===== config.mk =====
export PLATFORM = sky130hd
export DESIGN_NAME = time_keeper
export DESIGN_NICKNAME = d
export VERILOG_FILES = /design/src/rtl/time_keeper_pkg.sv /design/src/rtl/time_keeper_tick_prescaler.sv /design/src/rtl/time_keeper.sv
export SDC_FILE = /design/constraint.sdc
export NUM_CORES = 1
export LEC_CHECK = 0
export CORE_MARGIN = 2
export CORE_UTILIZATION = 50
export CTS_BUF_LIST = sky130_fd_sc_hd__clkbuf_8
export DETAILED_ROUTE_END_ITERATION = 10
export PLACE_DENSITY = 0.72
export SLEW_MARGIN = 20
export SYNTH_ARGS = -nofsm -noshare
export SYNTH_HDL_FRONTEND = slang
export SYNTH_SLANG_ARGS = --single-unit

===== constraint.sdc =====
create_clock -name clk -period 2.45 [get_ports clk]
set_input_delay 0.245 -clock clk [delete_from_list [all_inputs] [get_ports clk]]
set_output_delay 0.245 -clock clk [all_outputs]
set_load 0.02 [all_outputs]

===== src/rtl/time_keeper_pkg.sv =====
// time_keeper_pkg: shared BCD digit types, limits and time-of-day helpers
package time_keeper_pkg;
  localparam int DIG_W = 4;
  typedef logic [DIG_W-1:0] digit_t;
  localparam digit_t MAX_MIN_TENS = 4'd5;
  localparam digit_t MAX_HOUR_TENS = 4'd2;
  localparam digit_t MAX_HOUR_UNITS_AT_2 = 4'd3;
  localparam digit_t DIG_RST = 4'd0;
  localparam digit_t DIG_MAX = 4'd9;
  typedef struct packed {
    digit_t h1;
    digit_t h0;
    digit_t m1;
    digit_t m0;
  } hhmm_t;
  function automatic logic load_ok(hhmm_t t);
    return t.m0 <= DIG_MAX && t.m1 <= MAX_MIN_TENS && t.h0 <= DIG_MAX && t.h1 <= MAX_HOUR_TENS
      && (t.h1 < MAX_HOUR_TENS || t.h0 <= MAX_HOUR_UNITS_AT_2);
  endfunction
  function automatic hhmm_t bcd_inc(hhmm_t t);
    hhmm_t n;
    logic hour_wrap;
    n = t;
    hour_wrap = t.h1 == MAX_HOUR_TENS && t.h0 == MAX_HOUR_UNITS_AT_2;
    n.m0 = t.m0 == DIG_MAX ? DIG_RST : t.m0 + 4'd1;
    if (t.m0 == DIG_MAX) begin
      n.m1 = t.m1 == MAX_MIN_TENS ? DIG_RST : t.m1 + 4'd1;
      if (t.m1 == MAX_MIN_TENS) begin
        n.h0 = hour_wrap || t.h0 == DIG_MAX ? DIG_RST : t.h0 + 4'd1;
        n.h1 = hour_wrap ? DIG_RST : t.h0 == DIG_MAX ? t.h1 + 4'd1 : t.h1;
      end
    end
    return n;
  endfunction
endpackage


===== src/rtl/time_keeper_tick_prescaler.sv =====
// tick_prescaler: divides clk by TICK_DIV; tick flags the wrapping cycle combinationally
module tick_prescaler #(
  parameter int TICK_DIV = 50_000_000
) (
  input  logic clk,
  input  logic reset_,
  input  logic EN,
  input  logic clr,
  output logic tick
);
  localparam int CW = $clog2(TICK_DIV);
  logic [CW-1:0] cnt;
  assign tick = EN && cnt == CW'(TICK_DIV - 1);
  always_ff @(posedge clk) begin
    if (reset_ || clr) cnt <= '0;
    else if (EN) cnt <= tick ? '0 : cnt + 1'b1;
  end
endmodule


===== src/rtl/time_keeper.sv =====
// time_keeper: free-running 24 h BCD HH:MM counter with validated load
module time_keeper
  import time_keeper_pkg::*;
#(
  parameter int TICK_DIV = 50_000_000,
  parameter int SEC_PER_MIN = 60
) (
  input  logic         clk,
  input  logic         reset_,
  input  logic         EN,
  input  logic         LD,
  input  logic [3:0]   Dig0,
  input  logic [3:0]   Dig1,
  input  logic [3:0]   Dig2,
  input  logic [3:0]   Dig3,
  output logic [3:0]   DigN0,
  output logic [3:0]   DigN1,
  output logic [3:0]   DigN2,
  output logic [3:0]   DigN3,
  output logic         sec_tick,
  output logic         min_pulse,
  output logic         load_err
);
  localparam int SW = SEC_PER_MIN > 1 ? $clog2(SEC_PER_MIN) : 1;
  logic tick, ld_ok, roll;
  logic [SW-1:0] sec;
  hhmm_t now, ld_val;
  assign ld_val = {Dig3, Dig2, Dig1, Dig0};
  assign ld_ok = LD && load_ok(ld_val);
  assign roll = tick && sec == SW'(SEC_PER_MIN - 1);
  assign {DigN3, DigN2, DigN1, DigN0} = now;
  tick_prescaler #(.TICK_DIV(TICK_DIV)) u_pre (
    .clk(clk),
    .reset_(reset_),
    .EN(EN),
    .clr(ld_ok),
    .tick(tick)
  );
  // a valid load wins over a coinciding tick/rollover and restarts the minute
  always_ff @(posedge clk) begin
    if (reset_) begin
      now <= {4{DIG_RST}};
      sec <= '0;
      sec_tick <= 1'b0;
      min_pulse <= 1'b0;
      load_err <= 1'b0;
    end else begin
      now <= ld_ok ? ld_val : roll ? bcd_inc(now) : now;
      sec <= ld_ok || roll ? '0 : tick ? sec + 1'b1 : sec;
      sec_tick <= tick && !ld_ok;
      min_pulse <= roll && !ld_ok;
      load_err <= LD && !ld_ok;
    end
  end
endmodule

# After elaboration in Yosys (flattened, before gate mapping)
# Cells that the tools add are included.
[totals]
ff_bits = 51
latchBits = 0
mem_bits_rw = 0
mem_bits_ro = 0
input_bits = 20
output_inout_bits = 19
word_cells = 62
mem_count = 0
[op_classes]
addsub = 6
multipliers = 0
n_div = 0
n_lt_le_gt_ge = 6
eq_ne = 7
shifts = 0
n_mux = 10
bitwise = 0
reduce_logical = 24
[ops]
columns = ["op", "count"]
rows = [
  ["2-to-1 mux 16 bit", 2],
  ["adder 26 x 1 -> 26 bit (second input constant)", 1],
  ["== test 26 bit (second input constant)", 1],
  ["2-to-1 mux 26 bit", 1],
  ["2-to-1 mux 4 bit", 5],
  ["adder 4 x 1 -> 4 bit (second input constant)", 4],
  ["2-to-1 mux 12 bit", 1],
  ["logical AND 1 bit", 11],
  ["== test 4 x 2 -> 1 bit (second input constant)", 2],
  ["== test 4 bit (second input constant)", 2],
  ["<= comparator 4 x 2 -> 1 bit (second input constant)", 2],
  ["<= comparator 4 bit (second input constant)", 2],
  ["2-to-1 mux 8 bit", 1],
  ["adder 6 x 1 -> 6 bit (second input constant)", 1],
  ["== test 6 bit (second input constant)", 1],
  ["nonzero test 2 bit", 3],
  ["== test 4 x 3 -> 1 bit (second input constant)", 1],
  ["<= comparator 4 x 3 -> 1 bit (second input constant)", 1],
  ["logical OR 1 bit", 4],
  ["less-than comparator 4 x 2 -> 1 bit (second input constant)", 1],
  ["AND reduction 4 bit", 1],
  ["AND reduction 3 bit", 1],
  ["nonzero test 3 bit", 1],
  ["AND reduction 2 bit", 1],
  ["2 further kinds", 2],
]

# Logic depth before layout (Yosys ltp)
# Gate-level depths: netlist (run 1).
[logic_depth]
ltp_word = 8
depth_mapped = 9
depth_no_buf = 7

# Modules after synthesis
# A second synthesis (run 1) with hierarchy kept.
[unflattened]
cells_unflattened = 312
area_unflattened_um2 = 2666.3
[modules_own_cells]
columns = ["module", "n_inst", "cells_per_inst", "area_per_inst_um2", "seq_area_each_um2"]
rows = [
  ["tick_prescaler", 1, 156, 1343.8, 520.5],
  ["time_keeper", 1, 156, 1322.5, 500.5],
]

# Least setup slack after synthesis (run 1)
# OpenSTA, ideal clock, no wires.
[synth_timing]
kind = "reg2reg"
startpoint = "register now (netlist bit DigN0[3])"
endpoint = "register now (netlist bit DigN2[3])"
arrival_time_ns = 2.146
t_required_ns = 2.359
slack_ns = 0.213
stages_incl_launch_ff = 7
path_buffers = 1
synth_period_minus_slack_ns = 2.237
path_cell_list = "dfxtp_1 -> nor4bb_1 -> nand3_1 -> or4_1 -> buf_2 -> or3_1 -> a311oi_1"
[synth_between]
elab_chain_cells = 3
[synth_rtl]
columns = ["item", "line_no", "rtl"]
rows = [
  ["start, declared", "time_keeper.sv:27", "hhmm_t now, ld_val;"],
  ["start signal, assigned", "time_keeper.sv:42", "now <= {4{DIG_RST}};"],
  ["start signal, assigned", "time_keeper.sv:48", "now <= ld_ok ? ld_val : roll ? bcd_inc(now) : now;"],
  ["== test 4 bit", "time_keeper_pkg.sv:26", "if (t.m0 == DIG_MAX) begin"],
  ["nonzero test 2 bit (no source line)", "-", ""],
  ["AND reduction 3 bit (no source line)", "-", ""],
]
# Every way passes these cells.
# A chain may end at the register's enable or synchronous reset.

# Final worst setup path (run 1)
[layout_timing]
startpoint = "register u_pre.cnt[19]"
endpoint = "register now (netlist bit DigN2[3])"
[layout_between]
elab_chain_cells = 5
[layout_rtl]
columns = ["item", "line_no", "rtl"]
rows = [
  ["start, declared", "time_keeper_tick_prescaler.sv:12", "logic [CW-1:0] cnt;"],
  ["start signal, assigned", "time_keeper_tick_prescaler.sv:16", "else if (EN) cnt <= tick ? '0 : cnt + 1'b1;"],
  ["== test 26 bit", "time_keeper_tick_prescaler.sv:13", "assign tick = EN && cnt == CW'(TICK_DIV - 1);"],
  ["logical AND 1 bit", "time_keeper_tick_prescaler.sv:13", ""],
  ["logical AND 1 bit", "time_keeper.sv:30", "assign roll = tick && sec == SW'(SEC_PER_MIN - 1);"],
  ["nonzero test 2 bit (no source line)", "-", ""],
  ["AND reduction 3 bit (no source line)", "-", ""],
]
# Every way passes these cells.

==> summary.md, run 1 <==
| Metric | Value |
|---|---|
| Post-CTS Setup Inserts | 0 |
| Share of post-route cells with drive strength above 1 | 0.0956 |
| Worst vdd ir | 0.321 mV |
| Main synth FF type | dfxtp_1 |
| Syn_area_per_cell | 8.35 sq um |
| Clk_lat worst skew | 0.31 ns |
| WL/cell | 13.6 um |
| Largest net degree at the start of global routing | 24 |
| Inserted Diodes | 0 |
| Critical path's slowest cell | or4_1 |
| Status | completed |
| Maximum buffer depth of the clock tree | 2 |
| Sequential fraction of the synthesis area | 0.387 |
| TritonCTS clock tree | done |
| Post-synthesis async set-or-reset flop share | 0 |
| Core Util, Final | 0.645 |
| Via density | 5.49 |
| Via count | 2,393 |
| DRC Markers | 0 |
| Power Internal | 0.00111 W |
| Root buffer cell | clkbuf_8 |
| DP Wirelength | 4.42 mm |
| Die height | 76.6 um |
| Worst Path Required | 2.67 ns |
| Crit path launch type | register |
| Pwr/cell area | 439 nW/um^2 |
| Max_slew headroom | 0.574 |
| RSZ-0062 raised after global routing | no |
| Largest cells by area after synthesis | dfxtp_1 (39%), xnor2_1 (8.6%), nor2_1 (7.8%) |
| Crit-path cells | and4_1 -> nand4_4 -> or4_1 -> or3_1 -> a311oi_1 |
| Area growth syn-to-layout | 24.9% |
| Fin. Hold Viols | 0 |
| Die ar. | 5870 sq um |
| Hold Buf Count CTS | 0 |
| Core ar. | 5110 sq um |
| Part of the power in registers | 0.580 |
| CP Class | reg2reg |
| Clk_skew | 0.0138 ns |
| Maximum clock frequency | 434 MHz |
| Most common cell after layout, fill and taps aside | nor2_1 |
| Final max-slew violation count | 0 |
| Commonest cells after routing, fill and taps aside | nor2_1 (55), dfxtp_1 (51), clkdlybuf4s50_1 (38) |
| Post-synth EDFFs | 0 |
| Max incr delay on CP | 0.67 ns |
| Worst-margin pin slew | 0.624 ns |
| Iteration-0 DRC Markers | 114 |
| YS warnings | 0 |
| Synth unique cells | 49 |
| Buf+Inv Stages, Crit Path | 0 |
| Mapped cell area | 2640 sq um |
| Worst hold margin | 0.506 ns |
| I/O Buffers | 38 |
| Sw power | 0.000332 W |
| Mapped Nets | 342 |
| Max cap viols | 0 |
| Leak | 1.12 nW |
| Hold crit path type | reg2reg |
| Comb power frac | 0.062 |
| Clock Sinks | 51 |
| Clock H-tree levels | 2 |
| Fin crit period | 2.31 ns |
| Number of global-route vias before repair | 2,173 |
| Critical path endpoint category | register |
| CP top delay family | simple AND/OR/NAND/NOR gates |
| Clock power share | 0.358 |
| Grt ovf | 0 |
| Seq cells post-synth | 51 |
| Fin crit share | 0.941 |
| Gr usage total | 0.211 |
| CTS buffer count | 5 |
| Cell Count, Final, Fillers Out | 436 |
| Critical Path AT | 2.53 ns |
| Final setup TNS | 0 ns |
| DRT Wirelength | 5.93 mm |
| Initial Util | 0.516 |
| Placer Congestion | 0.850 |
| CTS clk-pin slew, worst paths | 0.10 ns |
| Post-CTS sizing | 0 |
| Cells after DPL | 428 |
| Post-Syn Instances | 316 |
| Yosys top cell area share | 0.387 |
| First-pass GRT wire length | 10.1 mm |
| Worst Path Max Fanout | 6 |
| Drt first pass iters | 4 |
| Design Power | 0.00145 W |
| Dominant cell type by area after synthesis | dfxtp_1 |
| Final Setup Violations | 0 |
| Antenna Nets Post-Route | 0 |
| Core Rows | 26 |
| Final #Nets | 391 |
| # IOs | 39 |
| Initial antenna violation count | 0 |
| Die width | 76.6 um |
| Sw Ratio | 0.230 |
cell usage after synthesis, types with 2 or more instances:
| cell | count |
|---|---|
| and2_1 | 2 |
| or4_1 | 2 |
| nor2b_1 | 4 |
| nand2_1 | 18 |
| or2_2 | 3 |
| nand3_1 | 15 |
| and4_1 | 3 |
| xnor2_1 | 26 |
| nor4bb_1 | 3 |
| clkbuf_1 | 11 |
| nand2b_1 | 3 |
| o21ai_0 | 8 |
| a21oi_1 | 5 |
| nor4_1 | 10 |
| mux2i_1 | 2 |
| xor2_1 | 7 |
| and3_1 | 6 |
| inv_1 | 15 |
| or3_1 | 4 |
| a31oi_1 | 3 |
| buf_2 | 2 |
| a311oi_1 | 5 |
| nand4_1 | 10 |
| nor2_1 | 55 |
| nor3_1 | 11 |
| a211oi_1 | 5 |
| dfxtp_1 | 51 |
| ha_1 | 6 |
through the flow:
step | worst slack (ns) | instance area [sq um]
finish | 0.144 | 3290
global route | 0.0439 | 3290
CTS | 0.164 | 3290
detailed placement | 0.0288 | 3190
global placement | 0.0555 | 3190
floorplan | 0.213 | 2640
worst reg2reg max path: cells and delay by family, from the launching register on:
family	cells	cell delay, ns
AND/OR/NAND/NOR	4	1.52
flip-flops	1	0.44
AO/OA/AOI/OAI	1	0.25
power groups by stage:
stage	combinational (W)	clock [W]	sequential (W)
global route	0.0000971	0.000569	0.000841
global placement	0.0000884	0	0.000859
finish	0.0000893	0.000518	0.000839
CTS	0.0000899	0.000531	0.000839
floorplan	0.0000301	0	0.000861
detailed placement	0.0000891	0	0.000859
flip-flops by register name (all words and copies together) (netlist names):
register   flops
DigN1          4
DigN2          4
DigN3          4
min_pulse      1
sec            6
u_pre.cnt     26
load_err       1
sec_tick       1
DigN0          4
area by class of cell:
type / count / area (sq um)
Fill cell: 468 / 1810
Multi-Input combinational cell: 237 / 1510
Sequential cell: 51 / 1020
Timing Repair Buffer: 55 / 520
Tap cell: 70 / 87.6
Clock buffer: 6 / 82.6
Inverter: 15 / 56.3
Clock inverter: 2 / 16.3
final timing paths:
path         depth (start not counted)  slack, ns                         to                        from
max                                  5       0.14      DigN2[3]$_SDFFE_PP0P_  u_pre.cnt[19]$_SDFFE_PP0P_
min                                  2       0.51  u_pre.cnt[1]$_SDFFE_PP0P_   u_pre.cnt[1]$_SDFFE_PP0P_
max reg2reg                          5       0.14      DigN2[3]$_SDFFE_PP0P_  u_pre.cnt[19]$_SDFFE_PP0P_
min reg2reg                          2       0.51  u_pre.cnt[1]$_SDFFE_PP0P_   u_pre.cnt[1]$_SDFFE_PP0P_
cell families after synthesis:
| logic type | synth area share |
|---|---|
| AO/OA/AOI/OAI | 0.0920 |
| XOR/XNOR | 0.110 |
| adder cells (fa/ha/maj) | 0.0285 |
| buffers and inverters | 0.0408 |
| flip-flops | 0.387 |
| multiplexers | 0.00759 |
| AND/OR/NAND/NOR | 0.334 |
layer usage:
layer  GRT usage  part of all wire  vias to the layer above
li1            -                 -                     1211
met1       0.293              0.49                     1121
met2       0.323              0.45                       52
met3      0.0367             0.041                        9
met4      0.0855             0.016                        0
met5           0                 0                        -
Power figures use the tool's default switching activity.
==> inputs of run 2 (changes only) <==
--- a/config.mk
+++ b/config.mk
@@ -9,7 +9,7 @@
 export CORE_UTILIZATION = 50
 export CTS_BUF_LIST = sky130_fd_sc_hd__clkbuf_8
 export DETAILED_ROUTE_END_ITERATION = 10
-export PLACE_DENSITY = 0.72
+export PLACE_DENSITY = 0.75
 export SLEW_MARGIN = 20
 export SYNTH_ARGS = -nofsm -noshare
 export SYNTH_HDL_FRONTEND = slang
==> constraint.sdc (replaced) <==
create_clock -name clk -period 2.1 [get_ports clk]
set_input_delay 0.21 -clock clk [delete_from_list [all_inputs] [get_ports clk]]
set_output_delay 0.21 -clock clk [all_outputs]
set_load 0.02 [all_outputs]
==> summary.md, run 2 (synthesis gave the netlist of run 1 again) <==
| Metric | Value |
|---|---|
| Largest net degree at the start of global routing | 24 (unchanged) |
| Root buffer cell | clkbuf_8 |
| Core Rows | 26 (unchanged) |
| Die width | 76.6 um (unchanged) |
| Critical Path AT | 2.37 ns (-0.16 ns) |
| Via count | 2,577 (+7.7%) |
| DRC Markers | 0 (unchanged) |
| TritonCTS clock tree | done |
| Inserted Diodes | 0 (unchanged) |
| Clock H-tree levels | 2 (unchanged) |
| Max cap viols | 0 (unchanged) |
| Placer Congestion | 0.850 (about the same) |
| Final #Nets | 433 (+11%) |
| Max_slew headroom | 0.755 (+0.181) |
| Share of post-route cells with drive strength above 1 | 0.240 (+0.145) |
| Worst Path Required | 2.35 ns (-0.32 ns) |
| Final max-slew violation count | 0 (unchanged) |
| Grt ovf | 0 (unchanged) |
| CTS clk-pin slew, worst paths | 0.09 ns (about the same) |
| DRT Wirelength | 6.72 mm (+13%) |
| Core ar. | 5110 sq um (unchanged) |
| Most common cell after layout, fill and taps aside | buf_4 |
| Die ar. | 5870 sq um (unchanged) |
| WL/cell | 14.1 um (+3.4%) |
| Critical path endpoint category | register |
| Antenna Nets Post-Route | 0 (unchanged) |
| DP Wirelength | 4.92 mm (+11%) |
| Clk_skew | 0.00561 ns (-0.00820 ns) |
| Design Power | 0.00174 W (+20%) |
| Iteration-0 DRC Markers | 122 (+7.0%) |
| Via density | 5.39 (-1.8%) |
| CP top delay family | simple AND/OR/NAND/NOR gates |
| Pwr/cell area | 466 nW/um^2 (+6.1%) |
| CP Class | reg2reg |
| Hold crit path type | in2reg |
| Worst-margin pin slew | 0.359 ns (-0.265 ns) |
| Largest registers | u_pre.cnt: 26 flops, sec: 6 flops |
| Violated checks | setup timing |
| Die height | 76.6 um (unchanged) |
| Initial antenna violation count | 0 (unchanged) |
| Worst Path Max Fanout | 3 (-3) |
| First-pass GRT wire length | 11.7 mm (+15%) |
| Crit-path cells | nor4bb_4 -> nand4_1 -> or4b_4 -> or4b_1 -> o21ai_1 |
| Buf+Inv Stages, Crit Path | 0 (unchanged) |
| # IOs | 39 (unchanged) |
| RSZ-0062 raised after global routing | yes |
| Number of global-route vias before repair | 2,549 (+17%) |
| Gr usage total | 0.241 (+0.0302) |
| Commonest cells after routing, fill and taps aside | buf_4 (56), nor2_1 (55), dfxtp_1 (41) |
| Critical path's slowest cell | or4b_4 |
| Crit path launch type | register |
| Biggest register | u_pre.cnt |
| Max reg flops | 26 (unchanged) |
| Maximum buffer depth of the clock tree | 2 (unchanged) |
| Fin crit period | 2.12 ns (-0.182 ns) |
| Fin. Hold Viols | 0 (unchanged) |
| I/O Buffers | 38 (unchanged) |
| Worst setup margin | -0.0242 ns (-0.168 ns) |
| Initial Util | 0.516 (unchanged) |
| Core Util, Final | 0.730 (+0.0850) |
| CTS buffer count | 5 (unchanged) |
| Maximum clock frequency | 471 MHz (+8.6%) |
| Drt first pass iters | 4 (unchanged) |
| Max incr delay on CP | 0.56 ns (-0.11 ns) |
| Area growth syn-to-layout | 41.3% |
| Clk_lat worst skew | 0.31 ns (about the same) |
| Status | finished with violations |
| Leak | 1.35 nW (+21%) |
| Worst vdd ir | 0.317 mV (-1.2%) |
| Fin crit share | 1.01 (+0.0703) |
| Clock Sinks | 51 (unchanged) |
| Final Setup Violations | 1 (+1) |
[run 2: cell types whose count changed in the layout (fill, tap and decap cells not counted), moves of 2 or more]
cell	change
buf_4	+40
dfxtp_1	-10
dfxtp_2	+6
dfxtp_4	+4
nor4bb_1	-3
buf_6	+2
nor4bb_4	+2
[run 2: final timing paths]
kind                                end  depth (start not counted)  slack, ns             startpoint
setup / recovery  DigN3[1]$_SDFFE_PP0P_                          5      -0.02  DigN1[3]$_SDFFE_PP0P_
setup reg to reg  DigN3[1]$_SDFFE_PP0P_                          5      -0.02  DigN1[3]$_SDFFE_PP0P_
hold reg to reg   DigN2[0]$_SDFFE_PP0P_                          2       0.52  DigN2[0]$_SDFFE_PP0P_
hold / removal    DigN0[0]$_SDFFE_PP0P_                          3       0.48                Dig0[0]
[run 2: worst reg2reg max path, cell delays in order (launching register included)]
cell and delay, ns:
dfxtp_1 0.39, nor4bb_4 0.31, nand4_1 0.19, or4b_4 0.56
or4b_1 0.53, o21ai_1 0.08
[run 2: routing by layer]
| layer | routed length, um | up-vias | track usage |
|---|---|---|---|
| li1 | - | 1299 | - |
| met4 | 59 | 0 | 0.0673 |
| met5 | 0 | - | 0 |
| met1 | 3080 | 1227 | 0.311 |
| met2 | 3350 | 45 | 0.410 |
| met3 | 237 | 6 | 0.0474 |
[run 2: final cells by class]
type	count	area, sq um
Tap cell	70	87.6
Clock inverter	1	7.51
Multi-Input combinational cell	237	1590
Sequential cell	51	1040
Timing Repair Buffer	97	843
Fill cell	407	1380
Inverter	15	56.3
Clock buffer	7	96.3
[run 2: power breakdown]
group | switching (W) | internal [W] | total, W
Clock | 0.000341 | 0.000301 | 0.000642
Combinational | 0.0000506 | 0.0000691 | 0.000120
Sequential | 0.00000667 | 0.000969 | 0.000976
[run 2: what timing repair did]
| item | CTS | global route |
|---|---|---|
| gates resized for setup | 5 | 14 |
| hold buffers | 0 | 0 |
| setup buffers | 3 | 3 |
| pin swaps | 6 | 10 |
| endpoints found under the setup margin | 5 | 8 |
[run 2: per-stage QoR]
| stage | hold slack, ns | area (sq um) | setup WS, ns | TNS [ns] | std cells |
|---|---|---|---|---|---|
| 6_report | 0.482 | 3730 | -0.0242 | -0.0242 | 478 |
| 5_1_grt | 0.500 | 3730 | -0.0377 | -0.0828 | 478 |
| 4_1_cts | 0.486 | 3670 | -0.0218 | -0.0218 | 476 |
| 3_5_place_dp | 0.498 | 3520 | -0.125 | -2.33 | 465 |
| 3_3_place_gp | 0.483 | 3520 | -0.0622 | -1.65 | 465 |
| 2_1_floorplan | 0.327 | 2690 | -0.00136 | -0.00406 | 316 |
